$ cat src/rtl/gbinstr_feeder_if.sv
// gbinstr_feeder_if: host-write, issue and status signals of the instruction feeder.
//   master : drives wr_instr/wr_en/hold, observes instruction/valid and status
//   slave  : the feeder itself
interface gbinstr_feeder_if #(parameter int DEPTH = 8);
    localparam int LW = $clog2(DEPTH) + 1;
    logic [7:0]    wr_instr;
    logic          wr_en;
    logic          hold;
    logic [7:0]    instruction;
    logic          valid;
    logic          full;
    logic [LW-1:0] level;
    logic          overflow;
    logic [15:0]   issue_count;
    modport master (
        output wr_instr, wr_en, hold,
        input  instruction, valid, full, level, overflow, issue_count
    );
    modport slave (
        input  wr_instr, wr_en, hold,
        output instruction, valid, full, level, overflow, issue_count
    );
endinterface

$ cat src/rtl/gbinstr_feeder.sv
// gbinstr_feeder: byte FIFO that paces instruction bytes to gbprocessor, keeping 0xCB prefixes glued to their operand.
//   clock      : single rising-edge clock
//   reset      : asynchronous active-low reset
//   bus.slave  : wr_instr/wr_en/hold in; instruction/valid/full/level/overflow/issue_count out
module gbinstr_feeder #(
    parameter int DEPTH = 8,
    parameter int GAP   = 4
) (
    input  logic            clock,
    input  logic            reset,
    gbinstr_feeder_if.slave bus
);
    localparam int AW = $clog2(DEPTH);
    localparam int LW = AW + 1;

    typedef enum logic [1:0] {S_IDLE, S_ISSUE, S_GAP, S_CB_WAIT} state_t;

    state_t        state_q, state_d;
    logic [7:0]    mem [DEPTH];
    logic [AW-1:0] wr_ptr_q, wr_ptr_d, rd_ptr_q, rd_ptr_d;
    logic [LW-1:0] count_q, count_d;
    logic [3:0]    gap_q, gap_d;
    logic [7:0]    instr_q, instr_d;
    logic          valid_q, valid_d;
    logic          opnd_q, opnd_d;
    logic          ovf_q, ovf_d;
    logic [15:0]   icnt_q, icnt_d;
    logic          empty, full, push, pop, prefix;

    assign empty  = count_q == '0;
    assign full   = count_q == LW'(DEPTH);
    assign push   = bus.wr_en & ~full;
    // the byte just issued opens a CB pair only if it was not itself an operand
    assign prefix = instr_q == 8'hCB && !opnd_q;

    always_comb begin
        state_d = state_q;
        gap_d   = gap_q;
        opnd_d  = opnd_q;
        pop     = 1'b0;
        unique case (state_q)
            S_IDLE: begin
                if (!empty && !bus.hold) begin
                    pop     = 1'b1;
                    opnd_d  = 1'b0;
                    state_d = S_ISSUE;
                end
            end
            S_ISSUE: begin
                if (prefix) begin
                    if (!empty) begin
                        pop    = 1'b1;
                        opnd_d = 1'b1;
                    end else begin
                        state_d = S_CB_WAIT;
                    end
                end else if (GAP > 0) begin
                    state_d = S_GAP;
                    gap_d   = 4'(GAP);
                end else if (!empty && !bus.hold) begin
                    pop    = 1'b1;
                    opnd_d = 1'b0;
                end else begin
                    state_d = S_IDLE;
                end
            end
            S_GAP: begin
                gap_d = gap_q - 4'd1;
                // last gap cycle already acts as IDLE so the gap is exactly GAP cycles wide
                if (gap_q == 4'd1) begin
                    if (!empty && !bus.hold) begin
                        pop     = 1'b1;
                        opnd_d  = 1'b0;
                        state_d = S_ISSUE;
                    end else begin
                        state_d = S_IDLE;
                    end
                end
            end
            S_CB_WAIT: begin
                if (!empty) begin
                    pop     = 1'b1;
                    opnd_d  = 1'b1;
                    state_d = S_ISSUE;
                end
            end
            default: state_d = S_IDLE;
        endcase
    end

    always_comb begin
        wr_ptr_d = wr_ptr_q + AW'(push);
        rd_ptr_d = rd_ptr_q + AW'(pop);
        count_d  = count_q + LW'(push) - LW'(pop);
        instr_d  = pop ? mem[rd_ptr_q] : instr_q;
        valid_d  = pop;
        icnt_d   = icnt_q + 16'(pop);
        ovf_d    = ovf_q | (bus.wr_en & full);
    end

    always_ff @(posedge clock) begin
        if (push) mem[wr_ptr_q] <= bus.wr_instr;
    end

    always_ff @(posedge clock or negedge reset) begin
        if (!reset) begin
            state_q  <= S_IDLE;
            wr_ptr_q <= '0;
            rd_ptr_q <= '0;
            count_q  <= '0;
            gap_q    <= '0;
            instr_q  <= '0;
            valid_q  <= 1'b0;
            opnd_q   <= 1'b0;
            ovf_q    <= 1'b0;
            icnt_q   <= '0;
        end else begin
            state_q  <= state_d;
            wr_ptr_q <= wr_ptr_d;
            rd_ptr_q <= rd_ptr_d;
            count_q  <= count_d;
            gap_q    <= gap_d;
            instr_q  <= instr_d;
            valid_q  <= valid_d;
            opnd_q   <= opnd_d;
            ovf_q    <= ovf_d;
            icnt_q   <= icnt_d;
        end
    end

    assign bus.instruction = instr_q;
    assign bus.valid       = valid_q;
    assign bus.full        = full;
    assign bus.level       = count_q;
    assign bus.overflow    = ovf_q;
    assign bus.issue_count = icnt_q;
endmodule

$ cat src/flat_wrapper.sv
// flat-port wrapper written by rule: the top's interface ports become plain ports
module gbinstr_feeder_flat 
#(
    parameter int DEPTH = 8,
    parameter int GAP   = 4
)
  (clock, reset, bus_wr_instr, bus_wr_en, bus_hold, bus_instruction, bus_valid, bus_full, bus_level, bus_overflow, bus_issue_count);
  gbinstr_feeder_if #(.DEPTH(DEPTH)) bus_i ();
  input  logic clock;
  input  logic reset;
  input wire logic [$bits(bus_i.wr_instr)-1:0] bus_wr_instr;
  input wire logic [$bits(bus_i.wr_en)-1:0] bus_wr_en;
  input wire logic [$bits(bus_i.hold)-1:0] bus_hold;
  output wire logic [$bits(bus_i.instruction)-1:0] bus_instruction;
  output wire logic [$bits(bus_i.valid)-1:0] bus_valid;
  output wire logic [$bits(bus_i.full)-1:0] bus_full;
  output wire logic [$bits(bus_i.level)-1:0] bus_level;
  output wire logic [$bits(bus_i.overflow)-1:0] bus_overflow;
  output wire logic [$bits(bus_i.issue_count)-1:0] bus_issue_count;
  assign bus_i.wr_instr = bus_wr_instr;
  assign bus_i.wr_en = bus_wr_en;
  assign bus_i.hold = bus_hold;
  assign bus_instruction = bus_i.instruction;
  assign bus_valid = bus_i.valid;
  assign bus_full = bus_i.full;
  assign bus_level = bus_i.level;
  assign bus_overflow = bus_i.overflow;
  assign bus_issue_count = bus_i.issue_count;
  gbinstr_feeder #(.DEPTH(DEPTH), .GAP(GAP)) u_core (.clock(clock), .reset(reset), .bus(bus_i));
endmodule
$ cat config.mk
export PLATFORM = sky130hd
export DESIGN_NAME = gbinstr_feeder_flat
export DESIGN_NICKNAME = d
export VERILOG_FILES = /design/src/rtl/gbinstr_feeder_if.sv /design/src/rtl/gbinstr_feeder.sv /design/src/flat_wrapper.sv
export SDC_FILE = /design/constraint.sdc
export NUM_CORES = 1
export LEC_CHECK = 0
export CAP_MARGIN = 20
export CORE_MARGIN = 2
export CORE_UTILIZATION = 50
export CTS_BUF_LIST = sky130_fd_sc_hd__clkbuf_4
export DETAILED_ROUTE_END_ITERATION = 12
export PLACE_DENSITY = 0.71
export SLEW_MARGIN = 30
export SYNTH_ARGS = -nofsm -noshare
export SYNTH_HDL_FRONTEND = slang
export SYNTH_SLANG_ARGS = --single-unit
$ cat constraint.sdc
create_clock -name clock -period 3.7 [get_ports clock]
set_input_delay 0.74 -clock clock [delete_from_list [all_inputs] [get_ports clock]]
set_output_delay 0.74 -clock clock [all_outputs]
set_load 0.02 [all_outputs]
# Word-level counts from Yosys, hierarchy flattened
# Memories as Yosys holds them, arrays and structs flattened. A register that Yosys moved wholly into a read port is not among the register bits.
# Cells that the tools add are included.
dict set report word_totals {
  in_bits 12
  mem_bits_rw 64
  memories 1
  output_inout_bits 31
  word_cells 65
  regBits 35
}
dict set report classes {
  eq_ne 12
  n_bitwise 4
  mux 21
  n_reduce_logical 12
  add_sub_neg 6
}
# memory words word_bits rd rd_ports_with_merged_regs write_ports line_no
set memory_table {}
lappend memory_table {u_core.mem 8 8 1 1 1 gbinstr_feeder.sv:19} ;# logic [7:0] mem [DEPTH];
# cell n
set op_table {}
lappend op_table {{adder 16 x 1 -> 16 bit} 1}
lappend op_table {{2-to-1 mux 1 bit} 11}
lappend op_table {{2-to-1 mux 2 bit} 5}
lappend op_table {{equality test 8 bit (second input constant)} 1}
lappend op_table {{one-hot mux 1 bit (4 select lines)} 2}
lappend op_table {{one-hot mux 2 bit (4 select lines)} 1}
lappend op_table {{one-hot mux 4 bit (2 select lines)} 1}
lappend op_table {{adder 3 x 1 -> 3 bit} 2}
lappend op_table {{!= test 2 x 1 -> 1 bit (second input constant)} 3}
lappend op_table {{adder 4 x 1 -> 4 bit} 1}
lappend op_table {{equality test 2 bit (second input constant)} 2}
lappend op_table {{equality test 4 x 1 -> 1 bit (second input constant)} 1}
lappend op_table {{equality test 4 bit (second input constant)} 1}
lappend op_table {{zero test 1 bit} 4}
lappend op_table {{zero test 4 bit} 1}
lappend op_table {{2-to-1 mux 4 bit} 1}
lappend op_table {{!= test 2 bit (second input constant)} 2}
lappend op_table {{AND reduction 2 bit} 2}
lappend op_table {{AND reduction 4 bit} 1}
lappend op_table {{subtractor 4 x 1 -> 4 bit} 1}
lappend op_table {{subtractor 4 x 1 -> 4 bit (second input constant)} 1}
lappend op_table {{!= test 3 x 2 -> 1 bit (second input constant)} 1}
lappend op_table {{bitwise AND 1 bit} 2}
lappend op_table {{equality test 2 x 1 -> 1 bit (second input constant)} 1}
lappend op_table {{5 further kinds} 6}

# Depth between registers and ports, before layout
# Gate-level depths: netlist of the first run.
dict set report logic_depth {
  ltp_word 7
  ltp_mapped 11
  depth_no_buf 11
}

# Worst setup path after synthesis of the first run
# OpenSTA, ideal clock, no wires.
dict set report synth_path {
  path_type {reg-to-reg}
  startpoint {register u_core.state_q[1]}
  endpoint {register u_core.count_q[2] (netlist: u_core.bus.level[2])}
  path_stages_with_launch 12
  path_buffers 0
  setup_time_ns 0.123
  setup_slack_ns 1.037
  period_less_slack_ns 2.663
  t_arrival_ns 2.540
  path_cell_list {dfrtp_1 -> inv_1 -> ha_1 -> and4b_1 -> nand3_2 -> a221oi_4 -> ha_1 -> inv_1 -> ha_1 -> inv_1 -> fa_1 -> xnor2_1}
}
dict set report synth_between {
  elab_chain_cells 3
  word_cells_on_any_way 6
  cone_classes {1 x add/sub; 3 x eq/ne; 1 x mux; 1 x reduce/logical}
}
# item line_no
set synth_rtl {}
lappend synth_rtl {{start, declared} gbinstr_feeder.sv:18} ;# state_t state_q, state_d;
lappend synth_rtl {{start signal, assigned} gbinstr_feeder.sv:118} ;# state_q <= state_d;
lappend synth_rtl {{equality test 2 bit (tied with other cells)} gbinstr_feeder.sv:41} ;# unique case (state_q)
lappend synth_rtl {{one-hot mux 1 bit (4 select lines) (*)} gbinstr_feeder.sv:41}
lappend synth_rtl {{net u_core.pop} gbinstr_feeder.sv:28} ;# logic empty, full, push, pop, prefix;
lappend synth_rtl {{subtractor 4 x 1 -> 4 bit (*)} gbinstr_feeder.sv:94} ;# count_d = count_q + LW'(push) - LW'(pop);
lappend synth_rtl {{net u_core.count_d[2]} gbinstr_feeder.sv:21} ;# logic [LW-1:0] count_q, count_d;
lappend synth_rtl {{end signal, assigned} gbinstr_feeder.sv:121} ;# count_q <= count_d;
lappend synth_rtl {{end, declared} gbinstr_feeder.sv:21}
# Mark *: on every way through the listed nets, which the timed path passes. The rest lies on a longest branch.
# A chain may end at the register's enable or synchronous reset.

# Worst setup path in the final report of the first run
dict set report layout_path {
  startpoint {register u_core.state_q[1]}
  endpoint {register u_core.icnt_q[12] (netlist: u_core.bus.issue_count[12])}
}
dict set report layout_between {
  elab_chain_cells 3
  word_cells_on_any_way 6
  cone_classes {1 x add/sub; 3 x eq/ne; 1 x mux; 1 x reduce/logical}
}
# item line_no
set layout_rtl {}
lappend layout_rtl {{equality test 2 bit (tied with other cells)} gbinstr_feeder.sv:41}
lappend layout_rtl {{one-hot mux 1 bit (4 select lines) (*)} gbinstr_feeder.sv:41}
lappend layout_rtl {{net u_core.pop} gbinstr_feeder.sv:28}
lappend layout_rtl {{adder 16 x 1 -> 16 bit (*)} gbinstr_feeder.sv:97} ;# icnt_d = icnt_q + 16'(pop);
lappend layout_rtl {{net u_core.icnt_d[12]} gbinstr_feeder.sv:27} ;# logic [15:0] icnt_q, icnt_d;
lappend layout_rtl {{end signal, assigned} gbinstr_feeder.sv:127} ;# icnt_q <= icnt_d;
lappend layout_rtl {{end, declared} gbinstr_feeder.sv:27}
# Marked as above.

==> impl_metrics.toml, run 1 <==
[run]
maxCapViolations = 0

[floorplanning]
row_count = 34
die_x_um = 99.55
die-area_sq_um = 9909
core_area_sq_um = 8806
die_h_um = 99.55
initial_utilization = 0.5183
pin_count = 43

[worst_hold_path]
hold_class = "primary input to async pin"

[global_routing]
grt_pass1_wl_um = 13080
grt.overflow.total = 0
track_usage = 0.1737
grt_max_degree = 44
antenna_found_initial = 0
grt_pass1_vias = 2549

[synthesis]
synth_top_area_frac = 0.4211
synth_cell_type_count = 43
yosysWarnings = 0
postSynthCellCount = 273
synth_area_sq_um = 4564
yosysSeqAreaShare = 0.6568
synth_area_leader_cell = "edfxtp_1"
synth_area_leaders = "edfxtp_1 42%, dfrtp_1 24%, mux4_1 5.8%"
async_flop_share = 0.4019
synth.avg_cell_area_sq_um = 16.72
ys_ff_latch = 107
ys.flop_type = "edfxtp_1"
syn-num-nets = 304
synth_edf_count = 64

[sta]
final.setup.tns_ps = 0
fin_crit_ps = 2808
setup_slack_ps = 892.4
slew_viol_final = 0
fin_crit_sh = 0.7588
tightest_slew_ps = 739.1
setup_viol = 0
finalClockSkew_ps = 19.20
rsz0062_at_grt = "no"
relSlewSlack = 0.5073
hold_viol_final = 0
fmax_mhz = 356.2

[clock_tree]
clk_pin_slew_worst_paths_ps = 160
cts_tree = "built"
cts_buffer_depth = 2
cts.sinks = 107
cts_root_buf = "clkbuf_4"
cts-resized-gates = 0
clk-insertion-delay-late_ps = 430
htreeDepth = 3
cts_setup_buffers = 0
numCtsBuffers = 9
hold_buffers = 0

[setup_path]
cp-end-kind = "flip-flop"
crit_type = "flip-flop to flip-flop"
worstPathMaxFanout = 5
slowest_delay_ps = 440
rrSetupSlack_ps = 890
path_cells = "inv_1, ha_1, and4b_1, nand3_2, a221oi_4, ha_1, ha_1, nand4_1, nor3_1, xor2_1"
slowest_stage = "dfrtp_1"
critPathRequiredTime_ps = 4070
arrival_ps = 3180
cp_common_cell = "ha_1"
critPathLaunchType = "flip-flop"
r2r_start = "u_core.state_q[1]"
ff2ff_path_depth = 10
r2r_end = "u_core.bus.issue_count[12]"

[drt]
wirelength_um = 7818
post-route-drc-count = 0
via_per_inst = 5.561
drtPass1Iterations = 4
wl_per_cell_um = 17.61
drt-initial-drc-count = 116
dr_total_vias = 2469
drtAntennaViolNets = 0

[layout]
final_layout_size_suffix_gt1_frac = 0.1607
syn2layout_area_growth_pct = 15.21
final_cell_mix = "64 x edfxtp_1, 42 x dfrtp_1, 41 x clkdlybuf4s50_1"
nNetsFinal = 362
fin_cells = 444
final_common_cell = "edfxtp_1"
antenna_cells = 0

[placed_design]
dp_hpwl_um = 5441
place.gp.congestion = 0.7781
post-place-cells = 428
io_buffers = 42
place_ws_ps = 579.4

[power_and_ir_drop]
combPwrFrac = 0.397
pwr-share-clk = 0.132
p_seq_frac = 0.471
switching_share = 0.3503
p_int_w = 0.002560
powerDensity_nw_per_um2 = 749.2
ir_drop_mv = 0.3729
p_sw_w = 0.001380
leakagePower_nw = 2.047

[status]
outcome = "complete, no violations"
cell families (layout without fill, tap and decap cells):
logic type                 after synthesis  in the layout  share of synthesized area
DFF                                    107            107                     0.6568
xor gates and xnor gates                18             18                    0.03454
buffers and inverters                   20             83                    0.02357
adders and majority gates               19             19                    0.05373
AOI/OAI and AO/OA                       21             21                    0.03591
and+or+nand+nor                         55             55                    0.06469
muxes                                   33             33                     0.1308
cell type report:
cell class | instances | area (sq um)
Clock inverter | 7 | 48.80
Multi-Input combinational cell | 146 | 1459
Clock buffer | 9 | 67.56
Sequential cell | 107 | 2999
Inverter | 15 | 56.30
Tap cell | 108 | 135.1
Timing Repair Buffer | 52 | 493.0
Fill cell | 691 | 3547
power groups by stage:
stage	Sequential, W	Combinational [W]	Clock, W
CTS	0.00186	0.00159	0.000548
detailed placement	0.00189	0.00159	0
floorplan	0.00188	0.00104	0
global route	0.00191	0.00172	0.000592
finish	0.00186	0.00156	0.000521
global placement	0.00187	0.00153	0
registers in the layout, indices dropped and copies added (netlist names):
| signal | cells |
|---|---|
| u_core.bus.instruction | 8 |
| u_core.bus.issue_count | 16 |
| u_core.bus.level | 4 |
| u_core.bus.overflow | 1 |
| u_core.bus.valid | 1 |
| u_core.gap_q | 4 |
| u_core.mem | 64 |
| u_core.opnd_q | 1 |
| u_core.rd_ptr_q | 3 |
| u_core.state_q | 2 |
| u_core.wr_ptr_q | 3 |
cell usage after synthesis, types with 2 or more instances:
| library cell | number |
|---|---|
| edfxtp_1 | 64 |
| dfrtp_1 | 43 |
| ha_1 | 18 |
| inv_1 | 15 |
| mux2_2 | 15 |
| nor2_1 | 13 |
| xnor2_1 | 12 |
| nand2_1 | 11 |
| mux4_1 | 10 |
| mux4_2 | 6 |
| xor2_1 | 6 |
| and3_1 | 5 |
| o21ai_0 | 5 |
| nand2b_1 | 4 |
| nand3_1 | 4 |
| nand4_1 | 4 |
| a21oi_1 | 3 |
| nor3_1 | 3 |
| a21o_1 | 2 |
| and2_1 | 2 |
| and4_1 | 2 |
| and4b_1 | 2 |
| buf_6 | 2 |
| mux2_4 | 2 |
| nor3b_1 | 2 |
critical path, delay by kind of cell (launching register included):
family	cells	cell delay, ps
flip-flops	1	440
AND/OR/NAND/NOR	4	860
buffers and inverters	1	90
AO/OA/AOI/OAI	1	360
adder cells (fa/ha/maj)	3	850
XOR/XNOR	1	160
metrics by stage:
step	util	cell area (sq um)	hold WS [ps]	total power [W]
after floorplan	-	4564	444.4	0.002918
after global placement	0.5835	5139	438.5	0.003408
after detailed placement	0.5835	5139	446.8	0.003475
after CTS	0.5968	5255	438.7	0.004000
after global routing	0.5972	5259	255.7	0.004222
final	0.5972	5259	260.8	0.003940
worst max path at each step:
stage | startpoint | end | slack [ps] | depth (start not counted)
2_1_floorplan | u_core.state_q[1] | u_core.bus.level[2] | 1040 | 11
5_1_grt | u_core.state_q[1] | u_core.bus.issue_count[12] | 580 | 10
4_1_cts | u_core.state_q[1] | u_core.bus.issue_count[12] | 880 | 10
6_report | u_core.state_q[1] | u_core.bus.issue_count[12] | 890 | 10
3_5_place_dp | bus_hold | u_core.bus.issue_count[12] | 580 | 9
3_3_place_gp | bus_hold | u_core.bus.level[1] | 690 | 10
metal layers:
layer | vias to the layer above | global-route usage | wire length (um)
met5 | - | 0 | 0
met4 | 0 | 0.06322 | 89
met3 | 8 | 0.02952 | 201
met2 | 41 | 0.2833 | 4055
met1 | 1270 | 0.2378 | 3471
li1 | 1150 | - | -
Power figures use the tool's default switching activity.
==> run 2, diff against run 1 <==
Settings changed: PLACE_DENSITY 0.71 to 0.74.
Clock period 3.7 ns to 2.57 ns, I/O delays scaled along.
==> impl_metrics.toml, run 2 (synthesis gave the netlist of run 1 again) <==
[sta]
fin_crit_ps = 2545
setup_viol = 0
hold_viol_final = 0
fin_crit_sh = 0.9903
rsz0062_at_grt = "yes"
slew_viol_final = 0
tightest_slew_ps = 712.9
whs_ps = 73.98
fmax_mhz = 392.9
relSlewSlack = 0.5247
finalClockSkew_ps = 16.64

[placed_design]
place.gp.congestion = 0.7927
dp_hpwl_um = 5767
post-place-cells = 448
io_buffers = 42
place_area_sq_um = 5304

[drt]
drtPass1Iterations = 4
dr_total_vias = 2554
wl_per_cell_um = 17.82
wirelength_um = 8356
drt-initial-drc-count = 197
via_per_inst = 5.446
post-route-drc-count = 0
drtAntennaViolNets = 0

[global_routing]
grt_pass1_vias = 2718
antenna_found_initial = 1
grt.overflow.total = 0
track_usage = 0.1848
grt_max_degree = 28
grt_pass1_wl_um = 13910

[power_and_ir_drop]
ir_drop_mv = 0.4658
powerDensity_nw_per_um2 = 1126
leakagePower_nw = 2.189

[setup_path]
critPathLaunchType = "flip-flop"
rrSetupSlack_ps = 30
cp-end-kind = "flip-flop"
crit_type = "flip-flop to flip-flop"
arrival_ps = 2890
critPathRequiredTime_ps = 2910
worstPathMaxFanout = 4

[clock_tree]
cts_root_buf = "clkbuf_4"
cts_tree = "built"
numCtsBuffers = 9
hold_buffers = 0
clk-insertion-delay-late_ps = 440
cts.sinks = 107
htreeDepth = 3
clk_pin_slew_worst_paths_ps = 160
cts_buffer_depth = 2

[layout]
finish.utilization = 0.6329
top_register = "u_core.mem"
fin_cells = 469
final_common_cell = "edfxtp_1"
nNetsFinal = 386
final_cell_mix = "64 x edfxtp_1, 43 x dfrtp_1, 41 x clkdlybuf4s50_1"
final_layout_size_suffix_gt1_frac = 0.2472
nFillCells = 650
postLayoutCellArea_sq_um = 5573
syn2layout_area_growth_pct = 22.09
largest_reg_flops = 64

[worst_hold_path]
hold_class = "primary input to async pin"

[floorplanning]
die_x_um = 99.55
pin_count = 43
initial_utilization = 0.5183
die_h_um = 99.55
core_area_sq_um = 8806
die-area_sq_um = 9909
row_count = 34

[run]
maxCapViolations = 0

[status]
outcome = "complete, no violations"
-- run 2: path summary, 6_finish.rpt --
path                            cells after the start                start                        end
worst max-delay path                               11      u_core.gap_q[1]        u_core.bus.level[1]
worst min-delay path                                1                reset  u_core.bus.instruction[1]
worst max register to register                     11      u_core.gap_q[1]        u_core.bus.level[1]
worst min register to register                      1  u_core.bus.overflow        u_core.bus.overflow
max in group asynchronous                           2                reset         u_core.wr_ptr_q[2]
min in group clock                                  1  u_core.bus.overflow        u_core.bus.overflow
-- run 2: final cells by class --
class	instances	area, sq um	area share
inverters	15	56.30	0.01010
multi-input cells	146	1515	0.2719
well taps	108	135.1	0.02425
clock inverters	7	115.1	0.02066
repair buffers	76	683.2	0.1226
flip-flops and latches	107	2998	0.5379
clock buffers	9	67.56	0.01212
diodes	1	2.502	0.0004490
-- run 2: repair_timing --
item | in CTS | in global routing
gates resized for setup | 5 | 11
endpoints found under the setup margin | 4 | 5
pin swaps | 3 | 4
endpoints found under the hold margin | 0 | 0
setup buffers | 3 | 1
-- run 2: layer usage --
| layer | global-route usage | wire [um] |
|---|---|---|
| met1 | 0.2502 | 3800 |
| met2 | 0.3077 | 4304 |
| met3 | 0.03373 | 166 |
| met4 | 0.05690 | 85 |
| met5 | 0 | 0 |
-- run 2: through the flow --
stage,TNS [ps],setup WS [ps],total power [W]
final,0,25.03,0.006274
after global routing,-308.3,-109.9,0.006704
after CTS,0,17.81,0.006261
after detailed placement,-782.9,-242.0,0.005167
after global placement,-373.2,-130.1,0.005070
after floorplan,-293.5,-85.94,0.004203
-- run 2: critical path: stages (launching register included) --
cell and delay [ps]:
dfrtp_1 420, inv_2 80, ha_4 120, nor3b_4 200
a311oi_2 160, a221oi_4 360, ha_1 290, inv_1 60
ha_2 190, inv_2 40, fa_2 520, inv_2 30
-- run 2: power by group --
| part | switching (W) | internal (W) |
|---|---|---|
| logic | 0.00120 | 0.00144 |
| registers | 0.000367 | 0.00226 |
| clock network | 0.000514 | 0.000492 |
